## src/rtl/eval_sched.sv

```systemverilog
// eval_sched: round-robin share of one eval core; streams 8-word board, start/finish handshake, score return (optional watchdog: EVAL_SCHED_TIMEOUT_EN)
module eval_sched #(
   parameter int N_REQ          = 4,
   parameter int TIMEOUT_CYCLES = 4096
) (
   input  logic                 clk,
   input  logic                 rst,
   input  logic [N_REQ-1:0]     req_i,
   input  logic [N_REQ-1:0]     req_side_i,
   input  logic [N_REQ*32-1:0]  req_data_i,
   output logic [2:0]           board_addr_o,
   output logic [N_REQ-1:0]     grant_o,
   output logic [N_REQ-1:0]     done_o,
   output logic [14:0]          rsp_result_o,
   output logic                 rsp_err_o,
   output logic [31:0]          eval_mem_data_o,
   output logic                 eval_mem_wr_o,
   output logic [2:0]           eval_mem_addr_o,
   output logic                 eval_start_o,
   output logic                 eval_side_o,
   input  logic [14:0]          eval_result_i,
   input  logic                 eval_finished_i
);
   localparam int RW = (N_REQ > 1) ? $clog2(N_REQ) : 1;
   typedef enum logic [2:0] {S_IDLE, S_LOAD, S_START, S_WAIT, S_DONE} state_t;
   state_t           state_q;
   logic [N_REQ-1:0] grant_q, done_q, gnt_d;
   logic [RW-1:0]    rr_q, gidx_q, gidx_d;
   logic [RW:0]      sum;
   logic [2:0]       addr_q;
   logic             wr_q, start_q, side_q, side_lat_q, err_q, tmo;
   logic [14:0]      result_q;
   assign board_addr_o    = addr_q;
   assign eval_mem_addr_o = addr_q;
   assign eval_mem_wr_o   = wr_q;
   assign grant_o         = grant_q;
   assign done_o          = done_q;
   assign rsp_result_o    = result_q;
   assign rsp_err_o       = err_q;
   assign eval_start_o    = start_q;
   assign eval_side_o     = side_q;
`ifdef EVAL_SCHED_TIMEOUT_EN
   localparam int CW = ($clog2(TIMEOUT_CYCLES + 1) > 13) ? $clog2(TIMEOUT_CYCLES + 1) : 13;
   logic [CW-1:0] cnt_q;
   assign tmo = (cnt_q == CW'(TIMEOUT_CYCLES - 1));
   // watchdog: runs only in START/WAIT, so it is zero on every entry to START
   always_ff @(posedge clk or negedge rst)
      if (!rst) cnt_q <= '0;
      else      cnt_q <= (state_q == S_START || state_q == S_WAIT) ? cnt_q + 1'b1 : '0;
`else
   logic timeout_unused;
   assign timeout_unused = |TIMEOUT_CYCLES;
   assign tmo = 1'b0;
`endif
   // round-robin pick: scan from highest offset down so the lowest offset from rr_q wins
   always_comb begin
      gnt_d  = '0;
      gidx_d = '0;
      sum    = '0;
      for (int i = N_REQ - 1; i >= 0; i--) begin
         sum = {1'b0, rr_q} + (RW+1)'(i);
         if (sum >= (RW+1)'(N_REQ)) sum = sum - (RW+1)'(N_REQ);
         if (req_i[sum[RW-1:0]]) begin
            gnt_d              = '0;
            gnt_d[sum[RW-1:0]] = 1'b1;
            gidx_d             = sum[RW-1:0];
         end
      end
   end
   // granted lane's word passes straight through while writing, zero otherwise
   always_comb begin
      eval_mem_data_o = '0;
      for (int i = 0; i < N_REQ; i++)
         if (wr_q && grant_q[i]) eval_mem_data_o = eval_mem_data_o | req_data_i[i*32 +: 32];
   end
   // transaction FSM with registered outputs
   always_ff @(posedge clk or negedge rst) begin
      if (!rst) begin
         state_q    <= S_IDLE;
         grant_q    <= '0;
         done_q     <= '0;
         rr_q       <= '0;
         gidx_q     <= '0;
         addr_q     <= '0;
         wr_q       <= 1'b0;
         start_q    <= 1'b0;
         side_q     <= 1'b0;
         side_lat_q <= 1'b0;
         err_q      <= 1'b0;
         result_q   <= '0;
      end else begin
         done_q <= '0;
         case (state_q)
            S_IDLE:
               if (|req_i) begin
                  grant_q    <= gnt_d;
                  gidx_q     <= gidx_d;
                  side_lat_q <= req_side_i[gidx_d];
                  wr_q       <= 1'b1;
                  addr_q     <= '0;
                  state_q    <= S_LOAD;
               end
            S_LOAD:
               if (addr_q == 3'd7) begin
                  wr_q    <= 1'b0;
                  addr_q  <= '0;
                  start_q <= 1'b1;
                  side_q  <= side_lat_q;
                  state_q <= S_START;
               end else begin
                  addr_q <= addr_q + 3'd1;
               end
            S_START:
               if (tmo) begin
                  start_q  <= 1'b0;
                  result_q <= '0;
                  err_q    <= 1'b1;
                  done_q   <= grant_q;
                  state_q  <= S_DONE;
               end else if (!eval_finished_i) begin
                  start_q <= 1'b0;
                  state_q <= S_WAIT;
               end
            S_WAIT:
               if (eval_finished_i) begin
                  result_q <= eval_result_i;
                  err_q    <= 1'b0;
                  done_q   <= grant_q;
                  state_q  <= S_DONE;
               end else if (tmo) begin
                  result_q <= '0;
                  err_q    <= 1'b1;
                  done_q   <= grant_q;
                  state_q  <= S_DONE;
               end
            S_DONE: begin
               grant_q <= '0;
               side_q  <= 1'b0;
               rr_q    <= (gidx_q == RW'(N_REQ - 1)) ? '0 : gidx_q + 1'b1;
               state_q <= S_IDLE;
            end
            default: state_q <= S_IDLE;
         endcase
      end
   end
endmodule

```

## config.mk

```make
export PLATFORM = sky130hd
export DESIGN_NAME = eval_sched
export DESIGN_NICKNAME = d
export VERILOG_FILES = /design/src/rtl/eval_sched.sv
export SDC_FILE = /design/constraint.sdc
export NUM_CORES = 1
export LEC_CHECK = 0
export ABC_AREA = 1
export CAP_MARGIN = 20
export CORE_MARGIN = 2
export CORE_UTILIZATION = 37
export DETAILED_ROUTE_END_ITERATION = 10
export PLACE_DENSITY = 0.95
export SLEW_MARGIN = 40
export SYNTH_ARGS = -nofsm -noshare
export SYNTH_HDL_FRONTEND = slang
export SYNTH_SLANG_ARGS = --single-unit
```

## constraint.sdc

```tcl
create_clock -name clk -period 4.24 [get_ports clk]
set_input_delay 0.424 -clock clk [delete_from_list [all_inputs] [get_ports clk]]
set_output_delay 0.424 -clock clk [all_outputs]
set_load 0.02 [all_outputs]
```

# After elaboration in Yosys (flattened, before gate mapping)
# Cells that the tools add are included.
[totals] romBits=0 out_inout_bits=65 inputBits=154 elab_cells=123 ramBits=0 n_memories=0 latch_bits=0 register_bits=37
[classes] shift=0 n_addsub=9 order_cmp=13 mul=0 bitwise_logic=3 n_mux=55 div=0 eq_ne=10 reduce_logical=22
[op_table] operator="2-to-1 mux 32 bit" n=4
[op_table] operator="OR 32 bit" n=3
[op_table] operator="2-to-1 mux 4 bit" n=7
[op_table] operator="2-to-1 mux 2 bit" n=9
[op_table] operator="2-to-1 mux 3 bit" n=6
[op_table] operator="< comparator 2 x 3 -> 1 bit, second input constant" n=5
[op_table] operator="2-to-1 mux 1 bit" n=14
[op_table] operator="case mux 3 bit (4 select lines)" n=1
[op_table] operator="binary-select mux 1 bit (select 2 bit)" n=5
[op_table] operator="AND reduction 2 bit" n=5
[op_table] operator="greater-or-equal comparator 3 bit, second input constant" n=3
[op_table] operator="demux 1 bit (select 2 bit)" n=4
[op_table] operator="greater-or-equal comparator 2 x 1 -> 1 bit, second input constant" n=4
[op_table] operator="logical AND 1 bit" n=8
[op_table] operator="inequality test 2 bit, second input constant" n=4
[op_table] operator="case mux 4 bit (2 select lines)" n=1
[op_table] operator="nonzero test 2 bit" n=4
[op_table] operator="subtractor 2 x 1 -> 2 bit, second input constant" n=4
[op_table] operator="adder 2 x 2 -> 3 bit, second input constant" n=2
[op_table] operator="equality test 3 x 2 -> 1 bit, second input constant" n=2
[op_table] operator="equality test 3 bit, second input constant" n=2
[op_table] operator="case mux 1 bit (2 select lines)" n=3
[op_table] operator="case mux 3 bit (2 select lines)" n=1
[op_table] operator="AND reduction 3 bit" n=2
[op_table] operator="9 further kinds" n=9

# Logic depth before layout (Yosys ltp)
# Gate-level depths: netlist of run 1.
[depth] depth_word=13 ltp_mapped=16 depth_no_buf=15

# Least setup slack after synthesis of run 1
# OpenSTA, ideal clock, no wires.
[synth_timing] path_kind="register to register" from="register rr_q[0]" to="register side_lat_q" n_path_buf=1 required_ps=4123 t_arrival_ps=1720 slack_ps=2404 stages_incl_launch_ff=16 setup_ps=117 synth_period_minus_slack_ps=1836 path_cell_list="dfrtp_1 -> buf_6 -> inv_6 -> ha_1 -> inv_1 -> nand3_2 -> nand2_4 -> inv_4 -> nand2_4 -> nand2_4 -> nand2_4 -> nand3b_1 -> nand3_1 -> nand2_1 -> nand2_1 -> nand2_1"
[synth_between] elab_chain_len=11 word_cells_on_any_way=29 cone_classes="add/sub: 7; order compare: 4; mux: 18"
[synth_lines] element="start: declaration" line="28" rtl="logic [RW-1:0] rr_q, gidx_q, gidx_d;"
[synth_lines] element="start signal: assignment" line="139" rtl="rr_q <= (gidx_q == RW'(N_REQ - 1)) ? '0 : gidx_q + 1'b1;"
[synth_lines] element="adder 2 x 2 -> 3 bit" line="61" rtl="sum = {1'b0, rr_q} + (RW+1)'(i);"
[synth_lines] element="greater-or-equal comparator 3 bit or subtractor 2 x 1 -> 2 bit (tied branches)" line="62" rtl="if (sum >= (RW+1)'(N_REQ)) sum = sum - (RW+1)'(N_REQ);"
[synth_lines] element="2-to-1 mux 2 bit" line="62"
[synth_lines] element="binary-select mux 1 bit (select 2 bit)" line="63" rtl="if (req_i[sum[RW-1:0]]) begin"
[synth_lines] element="2-to-1 mux 1 bit (not written as such)" line="63"
[synth_lines] element="2-to-1 mux 2 bit (3 in a row)" line="63"
[synth_lines] element="2-to-1 mux 2 bit *" line="63"
[synth_lines] element="binary-select mux 1 bit (select 2 bit) *" line="98" rtl="side_lat_q <= req_side_i[gidx_d];"
[synth_lines] element="2-to-1 mux 1 bit (not written as such) *" line="98"
[synth_lines] element="end signal: assignment" line="98"
[synth_lines] element="end: declaration" line="31" rtl="logic wr_q, start_q, side_q, side_lat_q, err_q, tmo;"
# Every way passes the cells marked *; elsewhere a longest branch is shown, timed or not. The select of a mux whose other input is x is not followed.
# A chain may end at the register's enable or synchronous reset.

# Worst setup path after layout of run 1
[layout_timing] from="register wr_q, in the netlist eval_mem_wr_o" to="output port eval_mem_data_o[27]"
[layout_between] elab_chain_len=8 word_cells_on_any_way=11 cone_classes="mux: 4; bitwise: 3; reduce/logical: 4"
[layout_lines] element="start: declaration" line="31"
[layout_lines] element="start signal: assignment" line="85" rtl="wr_q <= 1'b0;"
[layout_lines] element="start signal: assignment" line="99" rtl="wr_q <= 1'b1;"
[layout_lines] element="start signal: assignment" line="105" rtl="wr_q <= 1'b0;"
[layout_lines] element="logical AND 1 bit" line="74" rtl="if (wr_q && grant_q[i]) eval_mem_data_o = eval_mem_data_o | req_data_i[i*32 +: 32];"
[layout_lines] element="2-to-1 mux 32 bit" line="74"
[layout_lines] element="OR 32 bit" line="74"
[layout_lines] element="2-to-1 mux 32 bit" line="74"
[layout_lines] element="OR 32 bit" line="74"
[layout_lines] element="2-to-1 mux 32 bit" line="74"
[layout_lines] element="OR 32 bit" line="74"
[layout_lines] element="2-to-1 mux 32 bit *" line="74"
[layout_lines] element="end: declaration" line="16" rtl="output logic [31:0] eval_mem_data_o,"
# Every way passes the cells marked *; elsewhere a longest branch is shown, timed or not.

==> flow_summary.toml, run 1 <==
[power]
leakagePower_nw = 2.28
ir_worst_vdd_mv = 0.513
p_per_area_nw_per_um2 = 670

[timing]
relSlewSlack_pct = 52.0
skew_ns = 0.00486
finalCritPeriodShare_pct = 62.4
finalHoldViolCount = 0
worstMarginPinSlew_ns = 0.718
rsz0062_at_grt = "no"
drv_slew = 0
finalSetupViolations = 0
period_needed_ns = 2.65
fmax_mhz = 378
setup_tns_ns = 0

[clock_network]
cts_max_level = 2
postCtsSetupRepairBufs = 0
clock_path_buffers = 2
cts_buffers = 5
clkLatencyLatePin_ns = 0.29
cts_resized = 0
clk_pin_slew_ns = 0.07
cts.sinks = 37
cts_tree = "yes"
cts_root_buf = "clkbuf_8"
holdBufCountCts = 0

[grt]
grt_pass1_wl_um = 18000
grt_max_degree = 57
grt-ovfl-total = 0
antenna_found_initial = 0
grt_pass1_vias = 3722
grt_use_total_pct = 26.2

[logic_synthesis]
yosys.area.top_type = "dfrtp_1"
syn-cell-area_um2 = 2870
synth_edf_count = 0
yosysWarnings = 0
syn_inst = 429
ys_ff_latch = 37
yosysTopAreaCellShare_pct = 32.2
synth-seq-area-share_pct = 32.2
yosys-top-cells-area = "dfrtp_1 32%, nand2_1 19%, nand3_1 14%"
ys.flop_type = "dfrtp_1"
synthArstFlopShare_pct = 100
postSynthAreaPerCell_um2 = 6.70
yosysMostFrequentCell = "nand2_1"
syn-num-nets = 594
yosys-top-cells-count = "145 x nand2_1, 79 x nand3_1, 37 x dfrtp_1, 32 x nand4_1, 26 x inv_1"
synth_cell_type_count = 31

[flow_run]
maxCapViolCount = 0

[outcome]
status = "finished, final reports clean"

[place]
dp_hpwl_um = 9240
gp_congestion = 0.890
portBuffers = 217

[critical_path]
crit_chain = "buf_4 -> nand3_1 -> nand4_1 -> clkdlybuf4s50_1"
required_ns = 3.82
slowest_delay_ns = 0.62
path_class = "flip-flop to output pin"
arrival_ns = 2.22
worstSetupStartpointType = "flip-flop"
cpMaxStageDelayCell = "clkdlybuf4s50_1"
crit_path_end_kind = "output pin"
rr_worst_depth = 14
path_max_fanout = 56

[cells_and_area]
nets = 790
finish.utilization_pct = 67.9
drive_above_1_share_pct = 6.07
n_fill_cell = 620
diodes = 0
syn_to_final_growth_pct = 79.7

[die]
initial_core_util_pct = 37.8
die_x_um = 92.1
die_area_um2 = 8490
rows = 32
die_h_um = 92.1
num_io_pins = 219
core_area_um2 = 7610

[route]
drt_iter0_markers = 212
viasPerCell = 5.25
first_pass_iters = 7
routed_wl_um = 11600
ant_nets = 0
via_count = 3820
drc = 0
wl_per_cell_um = 16.0

[min_path]
hold_class = "input pin to async pin"
[placed cells by master, fill, tap and decap left out, drive strengths merged]
master and count:
a21oi 12, a22oi 1, a31oi 1, buf 2, bufinv 1, clkbuf 7, clkdlybuf4s50 216, conb 1
dfrtp 37, ha 11, inv 31, nand2 157, nand3 81, nand3b 1, nand4 32, nor2 16
nor3 2, nor4 1, o211ai 5, o21ai 9, o31ai 2
[critical path, delay by kind of cell (launching register included)]
kind          cells  cell delay [ns]
buf+inv           2             1.12
flops             1             0.48
simple gates      2             0.31
[worst paths after layout]
kind	slack, ns	end	start
min in group clk	0.48	rsp_result_o[4]	rsp_result_o[4]
worst max register to register	2.00	side_lat_q	rr_q[0]
worst min register to register	0.48	rsp_result_o[4]	rsp_result_o[4]
worst min-delay path	0.09	rsp_result_o[6]	rst
max in group asynchronous	3.81	grant_o[1]	rst
worst max-delay path	1.59	eval_mem_data_o[27]	eval_mem_wr_o
[logic make-up (layout without fill, tap and decap cells)]
family | count (synthesis) | after routing | synth area share (%)
buffers and inverters | 60 | 257 | 9.10
AO/OA/AOI/OAI | 30 | 30 | 5.97
adder cells (fa/ha/maj) | 11 | 11 | 4.79
flip-flops | 37 | 37 | 32.2
AND/OR/NAND/NOR | 290 | 290 | 47.8
other | 1 | 1 | 0.131
[layer usage]
layer  global-route usage [%]  share of wire, %  up-vias
met3                     5.83               7.5       31
met5                        0                 0        -
met2                     47.7                52      193
li1                         -                 -     1819
met1                     30.7                37     1777
met4                     7.46               3.1        0
[metrics by stage]
step / setup slack (ns) / hold slack (ns) / total power, W / cells / instance area [um2]
floorplan: 2.40 / 0.128 / 0.00211 / 429 / 2870
global placement: 1.68 / 0.462 / 0.00304 / 720 / 5040
detailed placement: 1.94 / 0.464 / 0.00313 / 720 / 5040
CTS: 1.62 / 0.252 / 0.00346 / 728 / 5160
global route: 1.44 / 0.119 / 0.00370 / 728 / 5160
finish: 1.59 / 0.0884 / 0.00346 / 728 / 5160
[layout make-up]
cell class / count / area, um2 / area share, %
clock buffer: 7 / 86.3 / 1.67
inverter: 31 / 126 / 2.45
timing repair buffer: 218 / 2180 / 42.2
tap: 102 / 128 / 2.47
clock inverter: 1 / 30.0 / 0.582
multi-input combinational: 332 / 1690 / 32.6
sequential: 37 / 930 / 18.0
[report_power, final]
part | leakage [nW] | internal (W) | switching [W]
clock | 0.0585 | 0.000192 | 0.000124
combinational | 1.76 | 0.00107 | 0.00138
sequential | 0.464 | 0.000496 | 0.000202
[sequential cells by signal, indices dropped and copies added (netlist names), 2 cells and up]
| register | cells |
|---|---|
| rsp_result_o | 15 |
| done_o | 4 |
| grant_o | 4 |
| board_addr_o | 3 |
| state_q | 3 |
| gidx_q | 2 |
| rr_q | 2 |
(Power assumes the default switching activity.)
==> run 2: changes to the inputs <==
CORE_UTILIZATION = 31   (was 37)
PLACE_DENSITY = 0.87   (was 0.95)
clock period = 2.3 ns   (was 4.24 ns; I/O delays follow)
==> run 2 against run 1 <==
Register-to-register slack worse by 1.7 ns. Critical path type unchanged. Via count hardly changed. Largest cell class unchanged. Highest routed layer unchanged. Combinational power is 95% higher. Critical endpoint is now eval_mem_data_o[30].
==> flow_summary.toml, run 2 (synthesized netlist as in run 1, its figures left out) <==
[outcome]
status = "finished, final reports clean"

[critical_path]
r2r-end = "grant_o[1]"
r2r_start = "rr_q[1]"
crit_path_end_kind = "output pin"
crit_chain = "nand2_1 -> inv_1 -> buf_4 -> nand2_1 -> nand4_1 -> clkdlybuf4s50_1"
rr_worst_depth = 11
path_max_fanout = 32
arrival_ns = 1.97
required_ns = 2.07
cpMaxStageDelayCell = "clkdlybuf4s50_1"
path_common_cell = "nand2_1"
slowest_delay_ns = 0.62
reg2reg_setup_slack_ns = 0.29
worstSetupStartpointType = "flip-flop"
path_class = "flip-flop to output pin"

[grt]
grt_pass1_wl_um = 17900
grt_use_total_pct = 22.0
top_usage_layer = "met2"
grt-ovfl-total = 0
met1_usage_pct = 25.5
grt_util_met2_pct = 41.1
grtUsageMet3_pct = 3.48
grt_pass1_vias = 3665
grt_max_degree = 67
antenna_found_initial = 0

[place]
pre_cts_slack_ns = 0.342
dpl-instance-area_um2 = 5120
portBuffers = 217
dp_hpwl_um = 9250
gp_congestion = 0.962

[die]
initial_core_util_pct = 31.5
die_h_um = 100
num_io_pins = 219
die_x_um = 100
die_area_um2 = 10100
core_area_um2 = 9110
rows = 35

[power]
p_per_area_nw_per_um2 = 1210
ir_worst_vdd_mv = 0.789
leakagePower_nw = 2.32

[timing]
worstMarginPinSlew_ns = 0.619
rsz0062_at_grt = "no"
period_needed_ns = 2.20
skew_ns = 0.00837
worst_slack_ns = 0.0985
relSlewSlack_pct = 58.3
setup_tns_ns = 0
finalCritPeriodShare_pct = 95.7
drv_slew = 0
finalHoldViolCount = 0
finalSetupViolations = 0
fmax_mhz = 454

[clock_network]
clk_pin_slew_ns = 0.07
cts_root_buf = "clkbuf_8"
cts_buffers = 5
postCtsSetupRepairBufs = 0
cts.sinks = 37
cts_max_level = 2
clock_path_buffers = 2
clkLatencyLatePin_ns = 0.29
cts_tree = "yes"

[route]
via_count = 3822
drc = 0
ant_nets = 0
drt_iter0_markers = 168
routed_wl_um = 11700
viasPerCell = 5.14
first_pass_iters = 4
wl_per_cell_um = 15.8

[min_path]
hold_class = "input pin to async pin"

[cells_and_area]
syn_to_final_growth_pct = 81.6
drive_above_1_share_pct = 6.17
final_common_cell = "clkdlybuf4s50_1"
layout_common_cells = "216 x clkdlybuf4s50_1, 145 x nand2_1, 79 x nand3_1"
final_area_um2 = 5220
largest_register_ff_count = 15
nets = 797
diodes = 0
n_fill_cell = 818

[flow_run]
maxCapViolCount = 0
[run 2: cell count changes in the layout (fill, tap and decap cells not counted), moves of 2 or more]
cell,previous run,this run
inv_2,4,2
inv_1,24,26
dfrtp_1,34,36
dfrtp_2,3,1
buf_12,0,2
buf_4,2,5
[run 2: metal layers]
layer	part of all wire [%]	up-vias
met4	3.0	0
met5	0	-
li1	-	1829
met3	6.8	31
met2	51	178
met1	39	1784
[run 2: cell type report]
cell class	count	area [um2]	area share, %
clock inverters	1	5.00	0.0959
flip-flops and latches	37	927	17.8
clock buffers	6	72.6	1.39
multi-input cells	332	1690	32.3
repair buffers	225	2260	43.3
inverters	31	126	2.42
well taps	111	139	2.66
[run 2: worst max path at each step]
stage                        startpoint  cells after the start  slack, ns                  end
after floorplan                 rr_q[0]                     15       0.46           side_lat_q
after global routing      eval_mem_wr_o                      6       0.01   eval_mem_data_o[0]
final                     eval_mem_wr_o                      6        0.1  eval_mem_data_o[30]
after detailed placement        rr_q[1]                     11       0.34           grant_o[3]
after CTS                 eval_mem_wr_o                      6       0.06  eval_mem_data_o[30]
after global placement          rr_q[1]                     14       0.45           side_lat_q
[run 2: worst max-delay path: cells and delay by family (launching register included)]
kind | cells | cell delay, ns
flops | 1 | 0.40
buf+inv | 3 | 0.98
simple gates | 3 | 0.29
[run 2: per-stage QoR]
stage | cells | hold slack, ns | util (%) | power, W
after floorplan | 429 | -0.0656 | - | 0.00389
after global placement | 735 | 0.361 | 56.2 | 0.00573
after detailed placement | 735 | 0.384 | 56.2 | 0.00589
after CTS | 742 | 0.0694 | 57.1 | 0.00634
after global routing | 743 | 0.481 | 57.3 | 0.00678
final | 743 | 0.441 | 57.3 | 0.00632
[run 2: where the power goes]
group | switching, W | internal, W
clock network | 0.000217 | 0.000206
logic | 0.00272 | 0.00205
registers | 0.000213 | 0.000916
[run 2: what timing repair did]
action	CTS	global route
setup endpoints to repair	0	1
resized for setup	0	1
hold buffers	0	1
endpoints found under the hold margin	0	37
==> run 3: changes to the inputs <==
CORE_UTILIZATION = 37   (was 31)
PLACE_DENSITY = 0.95   (was 0.87)
clock period = 2.8 ns   (was 2.3 ns; I/O delays follow)
==> run 3 against run 2 <==
Flip-flop and latch count stayed put. First-iteration DRC count down 38%. Core utilization increased by 11 points. Count of clock-buffer cells in the layout did not move. Setup slack improved by 0.21 ns. Die area shrank 16%. Critical path type unchanged.
==> flow_summary.toml, run 3 (synthesized netlist as in run 1, its figures left out) <==
[critical_path]
path_class = "flip-flop to output pin"
slowest_delay_ns = 0.61
crit_chain = "buf_4 -> nand3_1 -> nand4_1 -> clkdlybuf4s50_1"
path_max_fanout = 65
arrival_ns = 2.21
required_ns = 2.52
rr_worst_depth = 14
cpMaxStageDelayCell = "clkdlybuf4s50_1"
worstSetupStartpointType = "flip-flop"
crit_path_end_kind = "output pin"

[grt]
grt_pass1_wl_um = 17300
grt-ovfl-total = 0
grt_use_total_pct = 25.4
antenna_found_initial = 0
grt_pass1_vias = 3669
grt_max_degree = 66

[power]
leakagePower_nw = 2.30
swShare_pct = 50.0
p_comb_share_pct = 74.9
switching_power_w = 0.00256
internal_power_w = 0.00257
ir_worst_vdd_mv = 0.711
seqPwrFrac_pct = 18.2
p_per_area_nw_per_um2 = 993
clock_power_share_pct = 6.9

[timing]
rsz0062_at_grt = "no"
finalHoldViolCount = 0
finalCritPeriodShare_pct = 88.8
finalSetupViolations = 0
setup_tns_ns = 0
worstMarginPinSlew_ns = 0.726
skew_ns = 0.00206
period_needed_ns = 2.49
relSlewSlack_pct = 51.5
drv_slew = 0
fmax_mhz = 402

[die]
die_x_um = 92.1
rows = 32
die_h_um = 92.1
core_area_um2 = 7610
num_io_pins = 219
die_area_um2 = 8490
initial_core_util_pct = 37.8

[place]
dpl-instance-area_um2 = 5070
dp_hpwl_um = 9020
portBuffers = 217
gp_congestion = 0.900

[route]
viasPerCell = 5.20
ant_nets = 0
drc = 0
wl_per_cell_um = 15.6
via_count = 3812
first_pass_iters = 4
routed_wl_um = 11400
drt_iter0_markers = 105

[min_path]
hold_class = "input pin to async pin"

[cells_and_area]
seq_area_um2 = 927
largest_register_ff_count = 15
n_fill_cell = 593
drive_above_1_share_pct = 6.02
diodes = 0
multi_input_area_um2 = 1690
syn_to_final_growth_pct = 79.8
layout_common_cells = "216 x clkdlybuf4s50_1, 145 x nand2_1, 79 x nand3_1"
final_area_um2 = 5170
final_common_cell = "clkdlybuf4s50_1"
nets = 795

[clock_network]
cts_max_level = 2
cts_root_buf = "clkbuf_8"
cts_buffers = 5
clkLatencyLatePin_ns = 0.29
cts_tree = "yes"
cts_resized = 0
postCtsSetupRepairBufs = 0
clk_pin_slew_ns = 0.07
clock_path_buffers = 2
cts.sinks = 37

[flow_run]
maxCapViolCount = 0

[outcome]
status = "finished, final reports clean"
[run 3: cell count changes in the layout (fill, tap and decap cells not counted), sizes merged]
cell | before | now
buf | 8 | 6
clkinv | 1 | 2
[run 3: cell type report]
cell class                 count  share of cell area (%)
inverter                      31                    2.45
tap                          102                    2.47
timing repair buffer         223                    42.9
multi-input combinational    332                    32.6
sequential                    37                    17.9
clock buffer                   6                    1.40
clock inverter                 2                   0.194
[run 3: through the flow]
step                setup slack, ns  util, %  instances  hold WS, ns  total power, W
floorplan                     0.964        -        429      -0.0156         0.00319
global placement              0.708     66.7        724        0.408         0.00462
detailed placement            0.650     66.7        724        0.416         0.00475
CTS                           0.354     67.7        732        0.105         0.00514
global route                  0.199     67.9        733        0.505         0.00551
finish                        0.313     67.9        733        0.481         0.00513
[run 3: path summary, 6_finish.rpt]
check	start	endpoint	slack, ns
setup reg to reg	rr_q[0]	side_lat_q	0.62
hold / removal	rst	board_addr_o[0]	0.48
min in group clk	rsp_result_o[7]	rsp_result_o[7]	0.48
max in group asynchronous	rst	eval_mem_wr_o	1.97
hold reg to reg	rsp_result_o[7]	rsp_result_o[7]	0.48
setup / recovery	eval_mem_wr_o	eval_mem_data_o[26]	0.31
[run 3: layer usage]
metal  vias to the layer above  share of wire, %  GRT usage (%)
met1                      1773                36           26.6
met4                         0               4.3           11.6
li1                       1831                 -              -
met2                       169                51           47.1
met5                         -                 0              0
met3                        39               7.8           6.74
[run 3: what timing repair did]
action / CTS / global route
hold buffers: 0 / 1
hold endpoints to repair: 0 / 37
setup endpoints to repair: 0 / 0
[run 3: power groups by stage]
stage | registers (W) | logic [W] | clock network (W)
after detailed placement | 0.000931 | 0.00382 | 0
after floorplan | 0.00109 | 0.00210 | 0
after CTS | 0.000928 | 0.00385 | 0.000363
after global routing | 0.000957 | 0.00418 | 0.000380
after global placement | 0.000921 | 0.00370 | 0
final | 0.000932 | 0.00384 | 0.000355
[run 3: critical path, delay by kind of cell (launching register included)]
family	cells	cell delay [ns]
buffers and inverters	2	1.11
flip-flops	1	0.39
AND/OR/NAND/NOR	2	0.38
